File: src/rtl/tfd_seq_pkg.sv
// tfd_seq_pkg: shared widths, table entry and FSM state types for tfd_sequencer
package tfd_seq_pkg;
  localparam int K_W = 32;
  localparam int DUR_W = 16;
  typedef struct packed {
    logic [K_W-1:0]   k;
    logic [DUR_W-1:0] dur;
  } seq_entry_t;
  typedef enum logic [1:0] {S_IDLE, S_LOAD, S_PLAY, S_DONE} seq_state_t;
endpackage

File: src/rtl/tfd_tick_gen.sv
// tfd_tick_gen: prescaler emitting a one-cycle tick every TICK_DIV clocks, restarted by clr_i
module tfd_tick_gen #(
  parameter int TICK_DIV = 100000
) (
  input  logic clk,
  input  logic rst,
  input  logic clr_i,
  output logic tick_o
);
  localparam int CW = $clog2(TICK_DIV);
  logic [CW-1:0] cnt_q;
  logic          wrap;
  assign wrap   = cnt_q == CW'(TICK_DIV - 1);
  assign tick_o = !clr_i && wrap;
  always_ff @(posedge clk or posedge rst) begin
    if (rst) cnt_q <= '0;
    else cnt_q <= clr_i || wrap ? '0 : cnt_q + CW'(1);
  end
endmodule

File: src/rtl/tfd_sequencer.sv
// tfd_sequencer: plays a table of {k, dur} entries into a toggle divider.
// Define TFD_SEQ_LOOP_EN to repeat the sequence until stop instead of finishing with a done pulse.
module tfd_sequencer
  import tfd_seq_pkg::*;
#(
  parameter int DEPTH    = 16,
  parameter int TICK_DIV = 100000,
  localparam int AW      = $clog2(DEPTH)
) (
  input  logic             clk,
  input  logic             rst,
  input  logic             wr_en_i,
  input  logic [AW-1:0]    wr_addr_i,
  input  logic [K_W-1:0]   wr_k_i,
  input  logic [DUR_W-1:0] wr_dur_i,
  input  logic [AW:0]      len_i,
  input  logic             start_i,
  input  logic             stop_i,
  output logic [K_W-1:0]   div_k_o,
  output logic             div_en_o,
  output logic             busy_o,
  output logic             done_o,
  output logic [AW:0]      idx_o
);
  seq_entry_t       tbl_q [DEPTH];
  seq_entry_t       cur;
  seq_state_t       state_q;
  logic [K_W-1:0]   div_k_q;
  logic             div_en_q, busy_q, done_q;
  logic [AW:0]      idx_q, len_q, idx_inc;
  logic [DUR_W-1:0] dur_q, ticks_q;
  logic             tick, play_end, at_end, fin;
  tfd_tick_gen #(.TICK_DIV(TICK_DIV)) u_tick (
    .clk    (clk),
    .rst    (rst),
    .clr_i  (state_q != S_PLAY),
    .tick_o (tick)
  );
  always_ff @(posedge clk) begin
    if (wr_en_i && state_q == S_IDLE) tbl_q[wr_addr_i] <= '{k: wr_k_i, dur: wr_dur_i};
  end
  assign cur      = tbl_q[idx_q[AW-1:0]];
  assign idx_inc  = idx_q + (AW+1)'(1);
  assign play_end = state_q == S_PLAY && tick && ticks_q + DUR_W'(1) == dur_q;
  // A skipped final entry ends the sequence straight from LOAD; len==0 ends on the first LOAD.
  assign at_end   = state_q == S_LOAD ? idx_q == len_q || (cur.dur == '0 && idx_inc == len_q)
                                      : idx_inc == len_q;
  assign fin      = (state_q == S_LOAD || play_end) && at_end;
  always_ff @(posedge clk or posedge rst) begin
    if (rst) begin
      state_q  <= S_IDLE;
      div_k_q  <= '0;
      div_en_q <= 1'b0;
      busy_q   <= 1'b0;
      done_q   <= 1'b0;
      idx_q    <= '0;
      len_q    <= '0;
      dur_q    <= '0;
      ticks_q  <= '0;
    end else begin
      done_q  <= 1'b0;
      ticks_q <= state_q == S_PLAY ? ticks_q + DUR_W'(tick) : '0;
      if (stop_i && state_q != S_IDLE) begin
        state_q  <= S_IDLE;
        busy_q   <= 1'b0;
        idx_q    <= '0;
        div_k_q  <= '0;
        div_en_q <= 1'b0;
      end else if (fin) begin
`ifdef TFD_SEQ_LOOP_EN
        state_q <= S_LOAD;
        idx_q   <= '0;
`else
        state_q  <= S_DONE;
        idx_q    <= len_q;
        done_q   <= 1'b1;
        div_k_q  <= '0;
        div_en_q <= 1'b0;
`endif
      end else begin
        case (state_q)
          S_IDLE: if (start_i && !stop_i) begin
            state_q <= S_LOAD;
            busy_q  <= 1'b1;
            idx_q   <= '0;
            len_q   <= len_i;
          end
          S_LOAD: if (cur.dur == '0) idx_q <= idx_inc;
          else begin
            state_q  <= S_PLAY;
            div_k_q  <= cur.k;
            div_en_q <= cur.k != '0;
            dur_q    <= cur.dur;
          end
          S_PLAY: if (play_end) begin
            state_q <= S_LOAD;
            idx_q   <= idx_inc;
          end
          default: begin
            state_q <= S_IDLE;
            busy_q  <= 1'b0;
          end
        endcase
      end
    end
  end
  assign div_k_o  = div_k_q;
  assign div_en_o = div_en_q;
  assign busy_o   = busy_q;
  assign done_o   = done_q;
  assign idx_o    = idx_q;
endmodule

File: config.mk
export PLATFORM = sky130hd
export DESIGN_NAME = tfd_sequencer
export DESIGN_NICKNAME = d
export VERILOG_FILES = /design/src/rtl/tfd_seq_pkg.sv /design/src/rtl/tfd_tick_gen.sv /design/src/rtl/tfd_sequencer.sv
export SDC_FILE = /design/constraint.sdc
export NUM_CORES = 1
export LEC_CHECK = 0
export ABC_AREA = 1
export CAP_MARGIN = 20
export CELL_PAD_IN_SITES_DETAIL_PLACEMENT = 0
export CELL_PAD_IN_SITES_GLOBAL_PLACEMENT = 1
export CORE_ASPECT_RATIO = 1.5
export CORE_UTILIZATION = 32
export DETAILED_ROUTE_END_ITERATION = 6
export GPL_TIMING_DRIVEN = 0
export PLACE_DENSITY_LB_ADDON = 0.1
export RECOVER_POWER = 50
export REMOVE_ABC_BUFFERS = 1
export SLEW_MARGIN = 20
export SYNTH_ARGS = -nofsm -noshare
export SYNTH_HDL_FRONTEND = slang
export SYNTH_SLANG_ARGS = --single-unit
File: constraint.sdc
create_clock -name clk -period 3.58 [get_ports clk]
set_input_delay 0.716 -clock clk [delete_from_list [all_inputs] [get_ports clk]]
set_output_delay 0.716 -clock clk [all_outputs]
set_load 0.01 [all_outputs]
==> results.txt <==
Run status -> finished, violations left
Failing checks -> max-capacitance violations, max-slew violations
Slew Limit Headroom -> -0.506
Crit-path max FO -> 19
Inst Count DP -> 4308
Fmax -> 293 MHz
Slowest CP cell -> dfrtp_4
Core area -> 109000 um2
Critical Path Sink Type -> register
Initial antenna violation count -> 15
Cell Chain, Critical Path -> buf_16, buf_16, buf_16, inv_16, buf_16, nor2_1, o21ai_0, nand3_1, nand3_1, nand2_1, nor2_1, nand2_1, nor2_4, nand2_1, nand2_4, nand2_1, nand2_4, nand2_8, and3_4, buf_12, nand2_1, o21ai_0
Final Setup Violations -> 0
RSZ-0062 raised after global routing -> false
Post-Syn Area -> 35000 um2
Area Overhead vs Synth -> 22.7%
DR pass1 iterations -> 5
Simple logic cell fraction of the synthesized area -> 0.135
Clock-pin slew on the worst setup and hold paths -> 0.06 ns
Overall routing resource usage -> 0.212
Wl on met1 -> 48800 um
Mean post-synth cell area -> 12.2 um2
Fin area -> 42900 um2
CTS tree -> yes
GRT overflow -> 0
Min-Delay Path Depth -> 1
Longest Clk Path Bufs -> 3
Setup TNS Final -> 0 ns
Met2 WL post-DR -> 61400 um
Compound-cell area share of the yosys netlist -> 0.0877
Worst Hold Class -> register to register
EDFF count, synth -> 768
Mux contribution to synthesized area -> 0
First-pass GRT wire length -> 167000 um
Leakage -> 15.4 nW
Sw Share -> 0.333
Slew Limit Fails -> 43
Yosys reg bits -> 864
First DRT Iteration DRCs -> 1789
Final Util -> 0.396
Routed len/inst -> 26.0 um
Vias/cell -> 5.13
Final worst-path cycle share -> 0.954
Post-Synth Adder-Cell Area -> 0.00322
Initial Util -> 0.322
Cell taking the most area after synthesis -> edfxtp_1
Clock latency on the worst-skew pair -> 0.68 ns
CP Depth -> 22
Fin crit period -> 3.41 ns
Count of boundary I/O pins -> 102
Reg power frac -> 0.389
Cell mode on critical path -> nand2_1
Crit Path Class -> register to register
Worst reg2reg path depth -> 22
Fin. Hold Viols -> 0
Chip Height -> 407 um
CTS root buffer -> clkbuf_16
Async set-reset flop share out of synthesis -> 0.111
Synth top area cells -> edfxtp_1, nand2_1, dfrtp_1
Buffers on Ports -> 101
Clock group share of total power -> 0.311
Largest net degree at the start of global routing -> 82
Share of layout cells above drive strength 1 -> 0.0934
Max-cap viol count -> 1
Synth warn -> 0
Clock H-tree levels -> 3
DRC -> 0
Comb pwr share -> 0.300
Xor/xnor share of the synthesized area -> 0.0100
Synthesized instance count -> 2867
Worst hold slack -> 0.461 ns
Synth top area share -> 0.659
Post-synth cell types -> 35
Post-Route WL -> 117000 um
Post-DP HPWL -> 63500 um
Top_reg_cell synth -> edfxtp_1
Largest family of logic cells by synthesized area -> simple AND/OR/NAND/NOR gates
Clk_skew -> 0.0245 ns
Via count -> 23200
Post-Place Cell Area -> 39100 um2
ANT nets after route -> 0
Top delay family on crit path -> simple AND/OR/NAND/NOR gates
Maximum VDD drop -> 0.000370 V
Sequential fraction of the synthesis area -> 0.728
Sw power -> 10.0 mW
CTS Buf Count -> 89
TritonCTS Sinks -> 864
CP peak stage delay -> 0.50 ns
Int Power -> 20.2 mW
R2R Setup Slk -> 0.17 ns
Pwr dens -> 703 nW/um2
Worst path required time -> 4.13 ns
Filler cells -> 10300
Die Width -> 272 um
Slew @ Worst Pin -> 2.26 ns
Die area -> 111000 um2
Highest routed layer -> met5
Vias in the first global route -> 23400
Worst EP arrival -> 3.96 ns
Placer Congestion -> 0.737
Core Rows -> 148
Startpoint types -> register
Metal3 WL -> 5050 um
CP Buf/Inv Count -> 6
Fin nets -> 3093
Non-filler cells, final -> 4519
==> worst paths after layout <==
| path | start | endpoint |
|---|---|---|
| min | u_tick.cnt_q[0] | u_tick.cnt_q[0] |
| min in group asynchronous | rst | u_tick.cnt_q[9] |
| max in group asynchronous | rst | idx_o[1] |
| max | idx_o[1] | div_k_o[22] |
| max reg2reg | idx_o[1] | div_k_o[22] |
| min reg2reg | u_tick.cnt_q[0] | u_tick.cnt_q[0] |
==> routing by layer <==
layer / up-vias / GRT usage
met5: - / 0
met4: 12 / 0.0593
met3: 132 / 0.0276
met2: 577 / 0.383
met1: 11800 / 0.262
li1: 10600 / -
==> cells by family after synthesis <==
group / after synthesis
adders and majority gates: 9
DFF: 864
xor gates and xnor gates: 40
buffers and inverters: 297
AOI/OAI and AO/OA: 504
and+or+nand+nor: 1153
==> cell usage after synthesis (7+ instances only) <==
master and number:
nand3b_1 13, nand4_1 17, xnor2_1 13, dfrtp_1 96, o21ai_1 36, buf_1 10
inv_1 132, buf_6 12, a31oi_1 17, o22ai_1 44, a21o_1 21, edfxtp_1 768
o21ai_0 145, clkbuf_1 101, nand2_1 670, xor2_1 27, nor3_1 14, o221ai_1 103
buf_2 40, ha_1 9, nor4_1 7, nor2_1 240, a21oi_1 126, o211ai_1 8
nand3_1 179
==> state kept, by name (all words and copies together) (netlist names), 2 cells and up <==
name / flops
idx_o: 5
dur_q: 16
state_q: 2
u_tick.cnt_q: 17
div_k_o: 32
ticks_q: 16
len_q: 5
tbl_q: 768
==> power groups by stage <==
stage	combinational, mW	clock, mW	sequential, mW
2_1_floorplan	4.11	0	12.3
3_3_place_gp	5.36	0	12.5
3_5_place_dp	7.51	0	12.1
4_1_cts	9.05	9.63	11.8
5_1_grt	9.85	9.98	11.8
6_report	9.05	9.41	11.7
==> metrics by stage <==
| stage | setup WS (ns) | power (mW) |
|---|---|---|
| global placement | -21.66 | 17.9 |
| CTS | 0.00372 | 30.4 |
| global route | 0.00836 | 31.6 |
| finish | 0.165 | 30.2 |
| floorplan | -7.25 | 16.4 |
| detailed placement | -1.33 | 19.6 |
==> placed cells by master, fill, tap and decap left out, types with 5 or more instances in the layout <==
cell type        instances
nand2_1                666
nand4_1                 17
clkdlybuf4s50_1         52
bufbuf_16               12
o21ai_0                145
inv_6                    7
nor3b_1                  5
nand3b_1                13
clkinv_1                14
edfxtp_1               768
buf_12                  42
o21ai_1                 36
nor4_1                   6
buf_16                  43
clkbuf_1                24
o221ai_1               103
bufinv_16               10
nand3_1                178
o22ai_1                 44
inv_1                  129
ha_1                     8
dlygate4sd3_1           49
nor2_4                  17
o211ai_1                 8
a21o_1                  21
clkbuf_16               93
nor3_1                  14
clkinv_2                12
dfrtp_1                 92
a31oi_1                 17
buf_4                   14
xnor2_1                 13
nor2_1                 225
a21oi_1                126
xor2_1                  27
==> layout make-up <==
| class | count | area, um2 | area share |
|---|---|---|---|
| repair inverters | 6 | 57.6 | 0.00134 |
| well taps | 1425 | 1780 | 0.0415 |
| multi-input cells | 1707 | 8470 | 0.197 |
| diodes | 1 | 2.50 | 0.0000583 |
| flip-flops and latches | 864 | 25500 | 0.593 |
| repair buffers | 220 | 3670 | 0.0855 |
| clock buffers | 118 | 2400 | 0.0558 |
| clock inverters | 44 | 517 | 0.0120 |
| inverters | 134 | 559 | 0.0130 |
==> what timing repair did <==
item,in CTS,in global routing
hold buffers,0,0
setup endpoints to repair,63,47
gates resized for setup,14,11
buffers inserted,20,4
endpoints found under the hold margin,0,0
gates cloned,21,3
pin swaps,5,3
(Power assumes the default switching activity.)
==> RTL edit 1: new RTL, config.mk and constraints unchanged <==
Encoding of `seq_state_t`: now one-hot (4 bits for 4 states).
--- a/src/rtl/tfd_seq_pkg.sv
+++ b/src/rtl/tfd_seq_pkg.sv
@@ -8,3 +8,3 @@
   } seq_entry_t;
-  typedef enum logic [1:0] {S_IDLE, S_LOAD, S_PLAY, S_DONE} seq_state_t;
+  typedef enum logic [3:0] {S_IDLE = 4'b0001, S_LOAD = 4'b0010, S_PLAY = 4'b0100, S_DONE = 4'b1000} seq_state_t;
 endpackage
Behaviour: no difference found for any inputs over 4 cycles, from zero or initial values and one cycle with rst high; so few cycles prove little.
==> RTL edit 1 against the original RTL <==
The flow still finishes with violations (max-capacitance violations, max-slew violations). Sequential share of layout area increased by 0.22 points. Global-route usage decreased by 1.0 points. Sequential cell count rose by 2. Cell area decreased by 0.17%. Routed wire length is 3.9% lower. Worst setup slack lost 0.094 ns. Area after synthesis about the same. Clock power up 0.6%. Power is 8.6% lower. Critical path type unchanged.
==> RTL edit 1: results (changes against the original RTL) <==
Reg2Reg Depth 21 (-4.5%); WHS 0.4610 ns (+0.0001480 ns); first-pass GRT wire length 160200 µm (-4.4%); Crit. Startpoint idx_o[0]; Post-synth ARST share 11.32% (+0.21 points); htree depth 3 (unchanged); vias per cell 5.095 (-0.60%); EDFF count, synth 768 (unchanged); Critical Path Sink div_k_o[13]; sw frac 30.34% (-2.9 points); clk root buf clkbuf_16; routed len/inst 25.12 µm (-3.4%); max cap viols 1 (unchanged); Top reg by flops tbl_q; number of distinct library cells after synthesis 42 (+20%); max-slew violations 54 (+26%); dpl cell area 39320 µm² (+0.59%); initial antenna violation count 17 (+2); Max Root-Sink Buffers 3 (unchanged); Synth area leaders edfxtp_1 66%, dfrtp_1 6.9%, nand2_1 6.8%; Period Utilization, post-route 98.02% (+2.6 points); max FFs per register 768 (unchanged); R2R setup slack 0.07 ns (-0.09 ns); via count 22897 (-1.1%); global placement routability congestion 0.7677 (+4.1%); hold worst-path end u_tick.cnt_q[16]; mux cell area share after synthesis 0.03218% (+0.032 points); Data arrival, critical path 4.06 ns (+0.10 ns); HPWL Detailed 64820 µm (+2.1%); RR Startpoint idx_o[0]; Hold Crit Start u_tick.cnt_q[16]; nets@finish 3061 (-1.0%); Worst VDD drop 0.3379 mV (-8.7%); CP Max Fanout 26 (+7); largest net degree at the start of global routing 111 (+35%); max_slew headroom -57.75% (-7.1 points); leakage power 15.36 nW (-0.34%); Post-synth top cells 768 x edfxtp_1, 630 x nand2_1, 237 x nor2_1, 210 x nand3_1, 134 x o21ai_0; placed insts 4301 (-0.16%); hold depth 1 (unchanged); register area share after synthesis 72.92% (+0.13 points); Synth Area in Compound Gates 8.846% (+0.074 points); status finished, violations left; Power Sequential ~12 mW; comb pwr 6.26 mW (-31%); Fin Clk Skew 0.02872 ns (+0.004239 ns); failing checks max-capacitance violations, max-slew violations; total power 27.59 mW (-8.6%); DR iter-0 viols 1842 (+3.0%); gr usage total 20.14% (-1.0 points); Place WS -1.222 ns (+0.1093 ns); share of cells above drive strength 1 9.749% (+0.41 points); Buffers on Ports 101 (unchanged); Post-Synth XOR/XNOR Area 0.9762% (-0.025 points); CP peak stage delay between 0.5 and 0.6 ns; Cells after Synth 2855 (-0.42%); Post-Synth Adder-Cell Area 0.1788% (-0.14 points); Worst-path clk slew 0.06 ns (about the same); Hold WC Path Type reg2reg; Area Growth Syn to Fin 22.51%
RTL edit 1: layout make-up:
type / count / area, µm²
clock buffer: 130 / 2564
timing repair inverter: 3 / 28.78
multi-input combinational: 1692 / 8532
tap: 1425 / 1783
antenna: 2 / 5.005
timing repair buffer: 207 / 3450
fill: 10269 / 65650
clock inverter: 34 / 384.1
sequential: 866 / 25530
inverter: 135 / 591.8
RTL edit 1: repair_timing:
item,CTS,global route
setup endpoints to repair,106,40
cloned,9,5
buffers inserted,7,6
pin swaps,6,0
gates resized for setup,28,8
RTL edit 1: layer usage:
| layer | track usage (%) | wire length (µm) | part of all wire [%] |
|---|---|---|---|
| met4 | 6.160 | 2804 | 2.5 |
| met1 | 24.71 | 46250 | 41 |
| met5 | 0 | 118 | 0.10 |
| met3 | 2.908 | 4990 | 4.4 |
| met2 | 36.28 | 58710 | 52 |
==> RTL edit 2: new RTL, same settings <==
Made on the original files. Change the package constant `DUR_W` from 16 to 20.
--- a/src/rtl/tfd_seq_pkg.sv
+++ b/src/rtl/tfd_seq_pkg.sv
@@ -3,3 +3,3 @@
   localparam int K_W = 32;
-  localparam int DUR_W = 16;
+  localparam int DUR_W = 20;
   typedef struct packed {
Interface: changed (resized wr_dur_i); port bits go from 102 to 106. The function was not compared with the original's and may differ.
==> RTL edit 2 against the original RTL <==
Area after synthesis is 9.8% higher. Die area is 9.7% higher. Sequential cell count is 72 higher. Highest routed layer unchanged. Worst setup slack worse by 0.017 ns. Routed wire length is 9.0% higher. Power is 12% higher. The run still ends with max-capacitance violations, max-slew violations left. Clock power is 9% higher. Cell area is 11% higher.
==> RTL edit 2: results (changes against the original RTL) <==
Worst VDD drop 0.3572 mV (-3.5%); clock buffer count from CTS 98 (+10%); CP Max Fanout 31 (+12); worst-margin pin slew 2.239 ns (-0.02003 ns); Place WS -2.122 ns (-0.7901 ns); leakage power 17.22 nW (+12%); placed insts 4865 (+13%); Top delay family on crit path buffers and inverters; nets@finish 3535 (+14%); met2 Use GR 37.47% (-0.80 points); Buffers on Ports 105 (+4.0%); drt first pass iters 7 (+2); routed len/inst 25.02 µm (-3.8%); share of cells above drive strength 1 10.98% (+1.6 points); total power 33.77 mW (+12%); Synth Area in Compound Gates 9.081% (+0.31 points); number of distinct library cells after synthesis 43 (+23%); comb pwr 10.7 mW (+18%); HPWL Detailed 70390 µm (+11%); Power Sequential 12.7 mW (+9%); max FFs per register 832 (+8.3%); failing checks max-capacitance violations, max-slew violations; global placement routability congestion 0.7534 (+2.2%); syn_area_per_cell 11.69 µm² (-4.2%); max-slew violations 37 (-14%); gr usage total 20.97% (-0.19 points); Post-Synth XOR/XNOR Area 0.8892% (-0.11 points); status finished, violations left; Int Pwr 22.43 mW (+11%); initial antenna violation count 18 (+3); met3 Use GR 2.425% (-0.33 points); Post-Synth Adder-Cell Area 0.2932% (-0.029 points); Fin Clk Skew 0.03548 ns (+0.01099 ns); DR iter-0 viols 1833 (+2.5%); via count 26280 (+13%); met1 GRT Util 26.09% (-0.15 points); Post-synth top cells 832 x edfxtp_1, 607 x nand2_1, 456 x nor2_1, 308 x o21ai_0, 193 x nand3_1; Post-Route M1 WL 52880 µm (+8.4%); first-pass GRT wire length 184200 µm (+9.9%); max cap viols 1 (unchanged); EDFF count, synth 832 (+8.3%); Routed met2 length 65540 µm (+6.8%)
[RTL edit 2: cell count changes after synthesis, moves of 12 or more]
cell and delta:
a21o_1 -21, a21oi_1 -65, a32o_1 +32, clkbuf_1 +13, edfxtp_1 +64, inv_1 +35
nand2_1 -63, nand3_1 +14, nor2_1 +216, o21ai_0 +163, o21ai_1 +12, o221ai_1 -103
o22ai_1 +85
[RTL edit 2: metrics by stage]
step | utilization [%] | area, µm²
finish | 40.17 | 47830
floorplan | - | 37570
global route | 40.16 | 47820
detailed placement | 36.18 | 43080
global placement | 34.08 | 40580
CTS | 40.03 | 47660
[RTL edit 2: path summary, 6_finish.rpt]
check	startpoint	endpoint	slack [ns]	cells after the start
max	idx_o[0]	div_en_o	0.15	14
min	u_tick.cnt_q[0]	u_tick.cnt_q[0]	0.46	1
max reg2reg	idx_o[0]	div_en_o	0.15	14
min reg2reg	u_tick.cnt_q[0]	u_tick.cnt_q[0]	0.46	1
max in group asynchronous	rst	idx_o[1]	1.23	2
min in group asynchronous	rst	u_tick.cnt_q[13]	1.08	2
[RTL edit 2: area by class of cell]
type	count	area [µm²]
well taps	1570	1964
inverters	176	747.0
diodes	4	10.01
repair buffers	254	4551
clock inverters	59	575.6
fillers	11211	71250
clock buffers	123	2649
multi-input cells	1990	9686
repair inverters	4	45.04
flip-flops and latches	936	27600
[RTL edit 2: what timing repair did]
| item | in CTS | in global routing |
|---|---|---|
| hold buffers | 0 | 0 |
| gates resized for setup | 43 | 39 |
| endpoints found under the setup margin | 67 | 48 |
| cloned | 33 | 2 |
| setup buffers | 27 | 3 |
| pin swaps | 14 | 14 |
